<file path="src/rtl/reaction_pkg.sv">
// ----------------------------------------------------------------------------
// reaction_pkg
// Shared definitions for the reaction timer: controller state encoding,
// counter widths, elapsed-time ceiling, and the 16-bit Fibonacci LFSR
// (seed, tap mask and single-step helper).
// ----------------------------------------------------------------------------
package reaction_pkg;

    typedef enum logic [2:0] {
        ST_IDLE    = 3'd0,
        ST_DELAY   = 3'd1,
        ST_EXPIRED = 3'd2,
        ST_TIMING  = 3'd3,
        ST_HOLD    = 3'd4
    } state_t;

    localparam int DELAY_W   = 12;
    localparam int ELAPSED_W = 14;

    localparam logic [ELAPSED_W-1:0] MAX_ELAPSED = 14'd9999;

    localparam logic [15:0] LFSR_SEED = 16'hACE1;
    // Taps 16,14,13,11 (1-based) map to bit positions 15,13,12,10.
    localparam logic [15:0] LFSR_TAPS = 16'hB400;

    // One Fibonacci step: shift left, feedback = XOR of tapped bits.
    function automatic logic [15:0] lfsr_next(input logic [15:0] s);
        return {s[14:0], ^(s & LFSR_TAPS)};
    endfunction

endpackage

</file>
<file path="src/rtl/ms_prescaler.sv">
// ----------------------------------------------------------------------------
// ms_prescaler
// Free-running 0..TICKS_PER_MS-1 counter producing a one-cycle ms tick on
// the last count, then wrapping to 0.
//
// Ports
//   clk        system clock (rising edge)
//   reset      synchronous active-high reset, count -> 0
//   clr_i      synchronous clear, count -> 0 (restarts the ms phase)
//   ms_tick_o  high for one cycle while count == TICKS_PER_MS-1
// ----------------------------------------------------------------------------
module ms_prescaler #(
    parameter int TICKS_PER_MS = 10000
) (
    input  logic clk,
    input  logic reset,
    input  logic clr_i,
    output logic ms_tick_o
);

    localparam int CW = (TICKS_PER_MS > 1) ? $clog2(TICKS_PER_MS) : 1;
    localparam logic [CW-1:0] LAST = CW'(TICKS_PER_MS - 1);

    logic [CW-1:0] count_q;
    logic [CW-1:0] count_d;

    assign ms_tick_o = (count_q == LAST);

    always_comb begin
        count_d = count_q + 1'b1;
        if (clr_i || ms_tick_o) begin
            count_d = '0;
        end
    end

    always_ff @(posedge clk) begin
        if (reset) begin
            count_q <= '0;
        end else begin
            count_q <= count_d;
        end
    end

endmodule

</file>
<file path="src/rtl/reaction_timer.sv">
// ----------------------------------------------------------------------------
// reaction_timer
// Random pre-LED delay followed by a millisecond reaction-time counter.
// arm loads MIN_DELAY_MS plus RAND_BITS LFSR bits into a ms down-counter;
// when it expires delay_done is raised.  start_timer/stop_timer then run and
// freeze a saturating ms counter (0..9999).
//
// Ports
//   clk           system clock (rising edge)
//   reset         synchronous active-high reset
//   arm           pulse: start a new random delay (any state)
//   abort         pulse: cancel a pending delay (DELAY only)
//   start_timer   pulse: start timing (IDLE, EXPIRED, HOLD)
//   stop_timer    pulse: freeze timing (TIMING only)
//   delay_done    high while the delay has expired and timing has not started
//   elapsed_time  measured reaction time in ms
//   running       high while elapsed_time is counting
//   overflow      high once elapsed_time has saturated at 9999
// ----------------------------------------------------------------------------
module reaction_timer
    import reaction_pkg::*;
#(
    parameter int TICKS_PER_MS = 10000,
    parameter int MIN_DELAY_MS = 1000,
    parameter int RAND_BITS    = 11
) (
    input  logic                 clk,
    input  logic                 reset,
    input  logic                 arm,
    input  logic                 abort,
    input  logic                 start_timer,
    input  logic                 stop_timer,
    output logic                 delay_done,
    output logic [ELAPSED_W-1:0] elapsed_time,
    output logic                 running,
    output logic                 overflow
);

    state_t                 state_q,     state_d;
    logic [DELAY_W-1:0]     delay_cnt_q, delay_cnt_d;
    logic [ELAPSED_W-1:0]   elapsed_q,   elapsed_d;
    logic                   overflow_q,  overflow_d;
    logic [15:0]            lfsr_q;
    logic [15:0]            lfsr_step;
    logic                   delay_done_q;
    logic                   running_q;
    logic                   ms_tick;
    logic                   start_accept;
    logic                   presc_clr;

    // Restarting the prescaler on arm/start makes every interval an exact
    // whole number of ms measured from the triggering pulse.
    assign presc_clr = arm | start_accept;

    ms_prescaler #(
        .TICKS_PER_MS (TICKS_PER_MS)
    ) u_prescaler (
        .clk       (clk),
        .reset     (reset),
        .clr_i     (presc_clr),
        .ms_tick_o (ms_tick)
    );

    // A zero state would lock the LFSR; fall back to the seed if reached.
    always_comb begin
        lfsr_step = lfsr_next(lfsr_q);
        if (lfsr_step == 16'h0000) begin
            lfsr_step = LFSR_SEED;
        end
    end

    always_comb begin
        state_d      = state_q;
        delay_cnt_d  = delay_cnt_q;
        elapsed_d    = elapsed_q;
        overflow_d   = overflow_q;
        start_accept = 1'b0;

        if (arm) begin
            // arm outranks every other pulse and is honoured in any state.
            state_d     = ST_DELAY;
            delay_cnt_d = DELAY_W'(MIN_DELAY_MS) + DELAY_W'(lfsr_q[RAND_BITS-1:0]);
            elapsed_d   = '0;
            overflow_d  = 1'b0;
        end else begin
            case (state_q)
                ST_DELAY: begin
                    if (abort) begin
                        state_d = ST_IDLE;
                    end else if (ms_tick) begin
                        if (delay_cnt_q <= DELAY_W'(1)) begin
                            delay_cnt_d = '0;
                            state_d     = ST_EXPIRED;
                        end else begin
                            delay_cnt_d = delay_cnt_q - 1'b1;
                        end
                    end
                end

                ST_TIMING: begin
                    // stop wins over a coincident tick: the partial ms is dropped.
                    if (stop_timer) begin
                        state_d = ST_HOLD;
                    end else if (ms_tick && (elapsed_q != MAX_ELAPSED)) begin
                        elapsed_d = elapsed_q + 1'b1;
                        if (elapsed_q == MAX_ELAPSED - 1'b1) begin
                            overflow_d = 1'b1;
                        end
                    end
                end

                ST_IDLE, ST_EXPIRED, ST_HOLD: begin
                    if (start_timer) begin
                        start_accept = 1'b1;
                        state_d      = ST_TIMING;
                        elapsed_d    = '0;
                        overflow_d   = 1'b0;
                    end
                end

                default: begin
                    state_d = ST_IDLE;
                end
            endcase
        end
    end

    always_ff @(posedge clk) begin
        if (reset) begin
            state_q      <= ST_IDLE;
            delay_cnt_q  <= '0;
            elapsed_q    <= '0;
            overflow_q   <= 1'b0;
            lfsr_q       <= LFSR_SEED;
            delay_done_q <= 1'b0;
            running_q    <= 1'b0;
        end else begin
            state_q      <= state_d;
            delay_cnt_q  <= delay_cnt_d;
            elapsed_q    <= elapsed_d;
            overflow_q   <= overflow_d;
            lfsr_q       <= lfsr_step;
            // Status flags are registered decodes of the current state, so
            // they follow the state by one cycle and are glitch-free.
            delay_done_q <= (state_q == ST_EXPIRED);
            running_q    <= (state_q == ST_TIMING);
        end
    end

    assign delay_done   = delay_done_q;
    assign elapsed_time = elapsed_q;
    assign running      = running_q;
    assign overflow     = overflow_q;

endmodule

</file>
<file path="config.mk">
export PLATFORM = sky130hd
export DESIGN_NAME = reaction_timer
export DESIGN_NICKNAME = d
export VERILOG_FILES = /design/src/rtl/reaction_pkg.sv /design/src/rtl/ms_prescaler.sv /design/src/rtl/reaction_timer.sv
export SDC_FILE = /design/constraint.sdc
export NUM_CORES = 1
export LEC_CHECK = 0
export CORE_ASPECT_RATIO = 1.75
export CORE_UTILIZATION = 35
export DETAILED_ROUTE_END_ITERATION = 8
export MAX_ROUTING_LAYER = met4
export PLACE_DENSITY = 0.55
export SETUP_SLACK_MARGIN = 0.02
export SYNTH_ARGS = -nofsm -noshare
export SYNTH_HDL_FRONTEND = slang
export SYNTH_SLANG_ARGS = --single-unit
export TNS_END_PERCENT = 20
</file>
<file path="constraint.sdc">
create_clock -name clk -period 3 [get_ports clk]
set_clock_uncertainty 0.15 [all_clocks]
set_input_delay 0.9 -clock clk [delete_from_list [all_inputs] [get_ports clk]]
set_output_delay 0.9 -clock clk [all_outputs]
set_load 0.01 [all_outputs]
</file>
Yosys cells after proc, flatten, opt, wreduce, memory -nomap -nowiden
Cells that the tools add are included.
{"block": "totals", "ff_bits": 62, "input_bits": 6, "out_inout_bits": 17}
{"block": "classes", "n_reduce_logical": 17, "bitwise_logic": 1, "n_mux": 24, "n_lt_le_gt_ge": 1, "n_eq_ne": 19, "addsub": 4}
{"op": "$mux 12", "count": 5}
{"op": "$mux 14", "count": 3}
{"op": "$add 14x1->14 const B", "count": 2}
{"op": "$eq 14x14->1 const B", "count": 2}
{"op": "$pmux 14 s2", "count": 1}
{"op": "$logic_not 16->1", "count": 1}
{"op": "$reduce_xor 16->1", "count": 1}
{"op": "$mux 3", "count": 5}
{"op": "$ne 14x14->1 const B", "count": 1}
{"op": "$add 10x11->12 const A", "count": 1}
{"op": "$le 12x1->1 const B", "count": 1}
{"op": "$ne 2x2->1 const B", "count": 6}
{"op": "$ne 3x3->1 const B", "count": 4}
{"op": "$reduce_and 4->1", "count": 3}
{"op": "$sub 12x1->12 const B", "count": 1}
{"op": "$pmux 3 s3", "count": 1}
{"op": "$mux 1", "count": 8}
{"op": "$ne 4x4->1 const B", "count": 2}
{"op": "$eq 3x2->1 const B", "count": 2}
{"op": "$reduce_bool 2->1", "count": 3}
{"op": "$reduce_or 2->1", "count": 3}
{"op": "$reduce_and 5->1", "count": 1}
{"op": "$eq 3x1->1 const B", "count": 1}
{"op": "$eq 3x3->1 const B", "count": 1}
{"op": "7 further kinds", "count": 7}

Longest topological paths before layout
{"block": "logic_depth", "word_depth": 7, "ltp_mapped": 7, "depth_no_buf": 7}

Modules after synthesis
A second synthesis with hierarchy kept.
{"block": "unflattened", "cells_unflattened": 347, "hier_area_um2": 3071.7}
{"module": "reaction_timer", "seq_area_each_um2": 960.9, "n_inst": 1, "cells_per_inst": 279, "area_per_inst_um2": 2458.6}
{"module": "ms_prescaler", "seq_area_each_um2": 280.3, "n_inst": 1, "cells_per_inst": 68, "area_per_inst_um2": 613.1}

Least setup slack after synthesis
OpenSTA, ideal clock, no wires.
{"block": "synth_timing", "kind": "in2reg", "start": "input abort", "end": "register delay_cnt_q[10]", "required_time_ns": 2.720, "path_slack_ns": 0.579, "path_buffers": 2, "t_arrival_ns": 2.141, "cell_stages": 6, "path_cell_list": "or4b_1 clkbuf_1 o21a_1 clkbuf_1 o21ai_0 o22ai_1"}
{"block": "synth_via", "elab_chain_len": 2}
{"element": "start: declaration", "line": "reaction_timer.sv:30", "rtl": "input logic abort,"}
{"element": "$ne 2x2->1 (no source line)"}
{"element": "$reduce_and 3->1 (no source line)"}
{"element": "end signal: assignment", "line": "reaction_timer.sv:139", "rtl": "delay_cnt_q <= delay_cnt_d;"}
{"element": "end: declaration", "line": "reaction_timer.sv:40", "rtl": "logic [DELAY_W-1:0] delay_cnt_q, delay_cnt_d;"}
No other way between the ends.
A chain may end at the register's enable or synchronous reset.

Worst setup path in the final report
{"block": "layout_timing", "start": "input stop_timer", "end": "register elapsed_q[5], in the netlist elapsed_time[5]"}
{"block": "layout_via", "elab_chain_len": 2}
{"element": "start: declaration", "line": "reaction_timer.sv:32", "rtl": "input logic stop_timer,"}
{"element": "$ne 2x2->1 (no source line)"}
{"element": "$reduce_and 4->1 (no source line)"}
{"element": "end signal: assignment", "line": "reaction_timer.sv:140", "rtl": "elapsed_q <= elapsed_d;"}
{"element": "end: declaration", "line": "reaction_timer.sv:41", "rtl": "logic [ELAPSED_W-1:0] elapsed_q, elapsed_d;"}
No other way between the ends.

==> summary.log <==
qor: synth.synth_edf_count 0
qor: placement.place_ws 0.0647 ns
qor: synth.synth_ff_type sky130_fd_sc_hd__dfxtp_1
qor: grt.globalRoute.busiestLayer met2
qor: outcome.status finished clean
qor: routing.final_antenna_net_count 0
qor: placement.gpl.final_weighted_congestion 0.860
qor: setup_path.worstSetupEndpointType flop
qor: synth.sequential_area_share_after_synthesis 0.406
qor: min_path.min_to lfsr_q[15]
qor: clock_network.cts-root-buf sky130_fd_sc_hd__clkbuf_16
qor: synth.ys_seq_elements 62
qor: grt.globalRouteOverflowTotal 0
qor: synth.synth.distinct_cells 55
qor: grt.grt_start_max_net_pins 22
qor: routing.drc 0
qor: routing.dr_total_vias 2650
qor: min_path.launch_point_of_the_worst_hold_path lfsr_q[14]
qor: setup_path.worst_ep_required_time 3.11 ns
qor: timing.max_slew.worst_pin.slew 0.757 ns
qor: floorplan.die_area 9120 um^2
qor: synth.syn-mean-instance-area 8.83 um^2
qor: cells_and_area.finalNetCount 389
qor: timing.slew_headroom 0.491
qor: power_and_ir_drop.vdd.ir_drop.worst 325 uV
qor: clock_network.post_cts.resized_instances 0
qor: setup_path.crit-reg2reg-capture elapsed_time[4]
qor: setup_path.critPathArrivalTime 2.72 ns
qor: floorplan.die_height 126 um
qor: routing.postRouteWirelength 7.36 mm
qor: setup_path.critical_path_peak_fanout 16
qor: timing.report.final.hold_viol_count 0
qor: timing.drv_slew 0
qor: clock_network.htree_num_levels 3
qor: synth.synth_async_sr_flop_share 0
qor: timing.finalSetupViolations 0
qor: min_path.hold_path.class reg2reg
qor: timing.min_period_over_period 0.869
qor: clock_network.post_cts_buffers 0
qor: cells_and_area.antenna_cells 0
qor: clock_network.clk_pin_slew_worst_paths 0.05 ns
qor: min_path.min_delay_path_depth 1
qor: placement.buffer_ports.inserted 22
qor: grt.groute.usage.overall 0.181
qor: cells_and_area.drive_above_1_share 0.115
qor: setup_path.critical_path.startpoint_type input port
qor: routing.detail_route.vias_per_cell 5.34
qor: cells_and_area.regArea 1240 um^2
qor: grt.grt_first_pass_wirelength 12.1 mm
qor: grt.use_met3 0.0516
qor: setup_path.reg2reg_depth 5
qor: timing.setup_total_negative_slack 0 ns
qor: setup_path.setup.worst_path.class in2reg
qor: clock_network.cts_tree built
qor: clock_network.clock_tree.buffer_depth 2
qor: grt.gr_util_met1 0.181
qor: setup_path.worst_r2r_startpoint elapsed_time[6]
qor: timing.worst_slack 0.392 ns
qor: floorplan.core_area 8370 um^2
qor: placement.place.detailed.hpwl 5.42 mm
qor: power_and_ir_drop.power.density_cell_area 553 nW/um^2
qor: timing.finalWorstPathRequiredPeriod 2.61 ns
qor: synth.yosysWarnings 0
qor: grt.vias_in_the_first_global_route 2524
qor: power_and_ir_drop.totalPowerFinal 2060 uW
qor: clock_network.postCtsHoldBufs 0
qor: clock_network.number_of_clock_buffers_inserted_by_tritoncts 9
qor: grt.gr-usage-met2 0.308
qor: routing.routed_wire_length_per_instance 14.8 um
qor: cells_and_area.most_common_cell_after_layout_fill_and_taps_aside sky130_fd_sc_hd__dfxtp_1
qor: cells_and_area.layout.cells.most_common_list sky130_fd_sc_hd__dfxtp_1, sky130_fd_sc_hd__nor2_1, sky130_fd_sc_hd__a21oi_1, sky130_fd_sc_hd__nand2_1, sky130_fd_sc_hd__clkdlybuf4s50_1
qor: floorplan.io_pins 23
qor: synth.mappedNetlistNets 359
qor: run.drv_cap 0
qor: clock_network.insertion_delay 0.33 ns
qor: grt.number_of_antenna_violations_at_the_first_check_in_global_routing 0
qor: cells_and_area.n_fill_cell 851
qor: synth.synth_area 3060 um^2
qor: floorplan.site_rows 44
qor: cells_and_area.util_after_layout 0.445
qor: clock_network.numClockSinks 62
qor: setup_path.r2r_setup_slack 0.49 ns
qor: routing.detailedRoute.firstPassIterationCount 4
qor: timing.maxClockFrequency 383 MHz
qor: synth.post_synth_inst_count 346
qor: cells_and_area.multi_input_comb_area 1730 um^2
qor: floorplan.chipWidth 72.6 um
qor: power_and_ir_drop.static-leakage-power 0.00129 uW
qor: floorplan.floorplan.initialDensity 0.365
qor: timing.grt_setup_unrepaired false
qor: routing.detail_route.iter0.violations 144
qor: cells_and_area.synthesis_to_finish_area_growth 21.7%
-- layout make-up --
class / count / area share
sequential: 62 / 0.334
clock buffer: 11 / 0.0679
tap: 115 / 0.0387
timing repair buffer: 30 / 0.0753
inverter: 10 / 0.0101
clock inverter: 5 / 0.00908
multi-input combinational: 263 / 0.465
-- per-layer routing --
| layer | wire length [um] | up-vias |
|---|---|---|
| met2 | 3920 | 42 |
| met1 | 2900 | 1259 |
| met3 | 243 | 19 |
| met4 | 296 | 0 |
| li1 | - | 1330 |
| met5 | 0 | - |
-- critical path: stages --
cell                              delay (ns)
sky130_fd_sc_hd__clkdlybuf4s50_1        0.42
sky130_fd_sc_hd__or2_2                  0.34
sky130_fd_sc_hd__o31a_2                 0.42
sky130_fd_sc_hd__or4_1                  0.50
sky130_fd_sc_hd__a21oi_1                0.14
-- cell families (layout without fill, tap and decap cells) --
group,Yosys count,in the layout,synth area share
muxes,2,2,0.00655
buffers and inverters,21,56,0.0274
and+or+nand+nor,154,154,0.298
DFF,62,62,0.406
AOI/OAI and AO/OA,77,77,0.167
xor gates and xnor gates,23,23,0.0659
adders and majority gates,7,7,0.0287
-- worst max-delay path by stage --
stage	cells past startpoint	start	to	slack [ns]
detailed placement	5	stop_timer	elapsed_time[11]	0.06
floorplan	6	abort	delay_cnt_q[10]	0.58
finish	5	stop_timer	elapsed_time[5]	0.39
CTS	5	stop_timer	elapsed_time[5]	0.40
global route	5	stop_timer	elapsed_time[5]	0.31
global placement	5	stop_timer	elapsed_time[5]	0.07
-- registers in the layout (all words and copies together) (netlist names) --
| signal | flops |
|---|---|
| delay_done | 1 |
| lfsr_q | 16 |
| elapsed_time | 14 |
| delay_cnt_q | 12 |
| running | 1 |
| u_prescaler.count_q | 14 |
| state_q | 3 |
| overflow | 1 |
-- synthesized netlist by cell type (2+ instances only) --
master,count,area [um^2]
sky130_fd_sc_hd__a21oi_1,24,120
sky130_fd_sc_hd__or3b_2,2,17.5
sky130_fd_sc_hd__a32oi_1,2,17.5
sky130_fd_sc_hd__o21ai_0,15,75.1
sky130_fd_sc_hd__a2111oi_0,3,26.3
sky130_fd_sc_hd__dfxtp_1,62,1240
sky130_fd_sc_hd__nand3b_1,3,22.5
sky130_fd_sc_hd__nand3_1,13,65.1
sky130_fd_sc_hd__mux2i_1,2,20.0
sky130_fd_sc_hd__and3_1,6,37.5
sky130_fd_sc_hd__or3_1,8,50.1
sky130_fd_sc_hd__or2_2,7,43.8
sky130_fd_sc_hd__and4_1,4,35.0
sky130_fd_sc_hd__a31oi_1,5,31.3
sky130_fd_sc_hd__inv_1,10,37.5
sky130_fd_sc_hd__and2_1,6,37.5
sky130_fd_sc_hd__o31ai_1,4,30.0
sky130_fd_sc_hd__o31a_1,4,35.0
sky130_fd_sc_hd__nor4b_1,2,17.5
sky130_fd_sc_hd__xor2_1,15,131
sky130_fd_sc_hd__nand2_1,22,82.6
sky130_fd_sc_hd__a22oi_1,5,37.5
sky130_fd_sc_hd__a21o_1,2,15.0
sky130_fd_sc_hd__or4_4,2,22.5
sky130_fd_sc_hd__nand4_1,3,18.8
sky130_fd_sc_hd__o21a_1,4,30.0
sky130_fd_sc_hd__nor4_1,11,68.8
sky130_fd_sc_hd__nor2b_1,4,25.0
sky130_fd_sc_hd__nand2b_1,8,50.1
sky130_fd_sc_hd__ha_1,7,87.6
sky130_fd_sc_hd__or4_1,4,30.0
sky130_fd_sc_hd__clkbuf_1,9,33.8
sky130_fd_sc_hd__xnor2_1,8,70.1
sky130_fd_sc_hd__nor2_1,30,113
sky130_fd_sc_hd__nor3_1,8,40.0
sky130_fd_sc_hd__nor4_2,2,25.0
sky130_fd_sc_hd__or4b_2,2,20.0
-- power by group --
part	internal, uW	switching (uW)	leakage [uW]
Clock	601	374	0.000138
Combinational	85.0	108	0.000644
Sequential	855	34.7	0.000507
Total	1540	517	0.00129
-- through the flow --
stage / std cells / hold WS [ns] / cell area, um^2
after detailed placement: 480 / 0.266 / 3430
after CTS: 496 / 0.278 / 3720
final: 496 / 0.275 / 3720
after global placement: 480 / 0.258 / 3430
after global routing: 496 / 0.303 / 3720
after floorplan: 346 / 0.253 / 3060
Note: power is estimated with default switching activity, not from simulation.
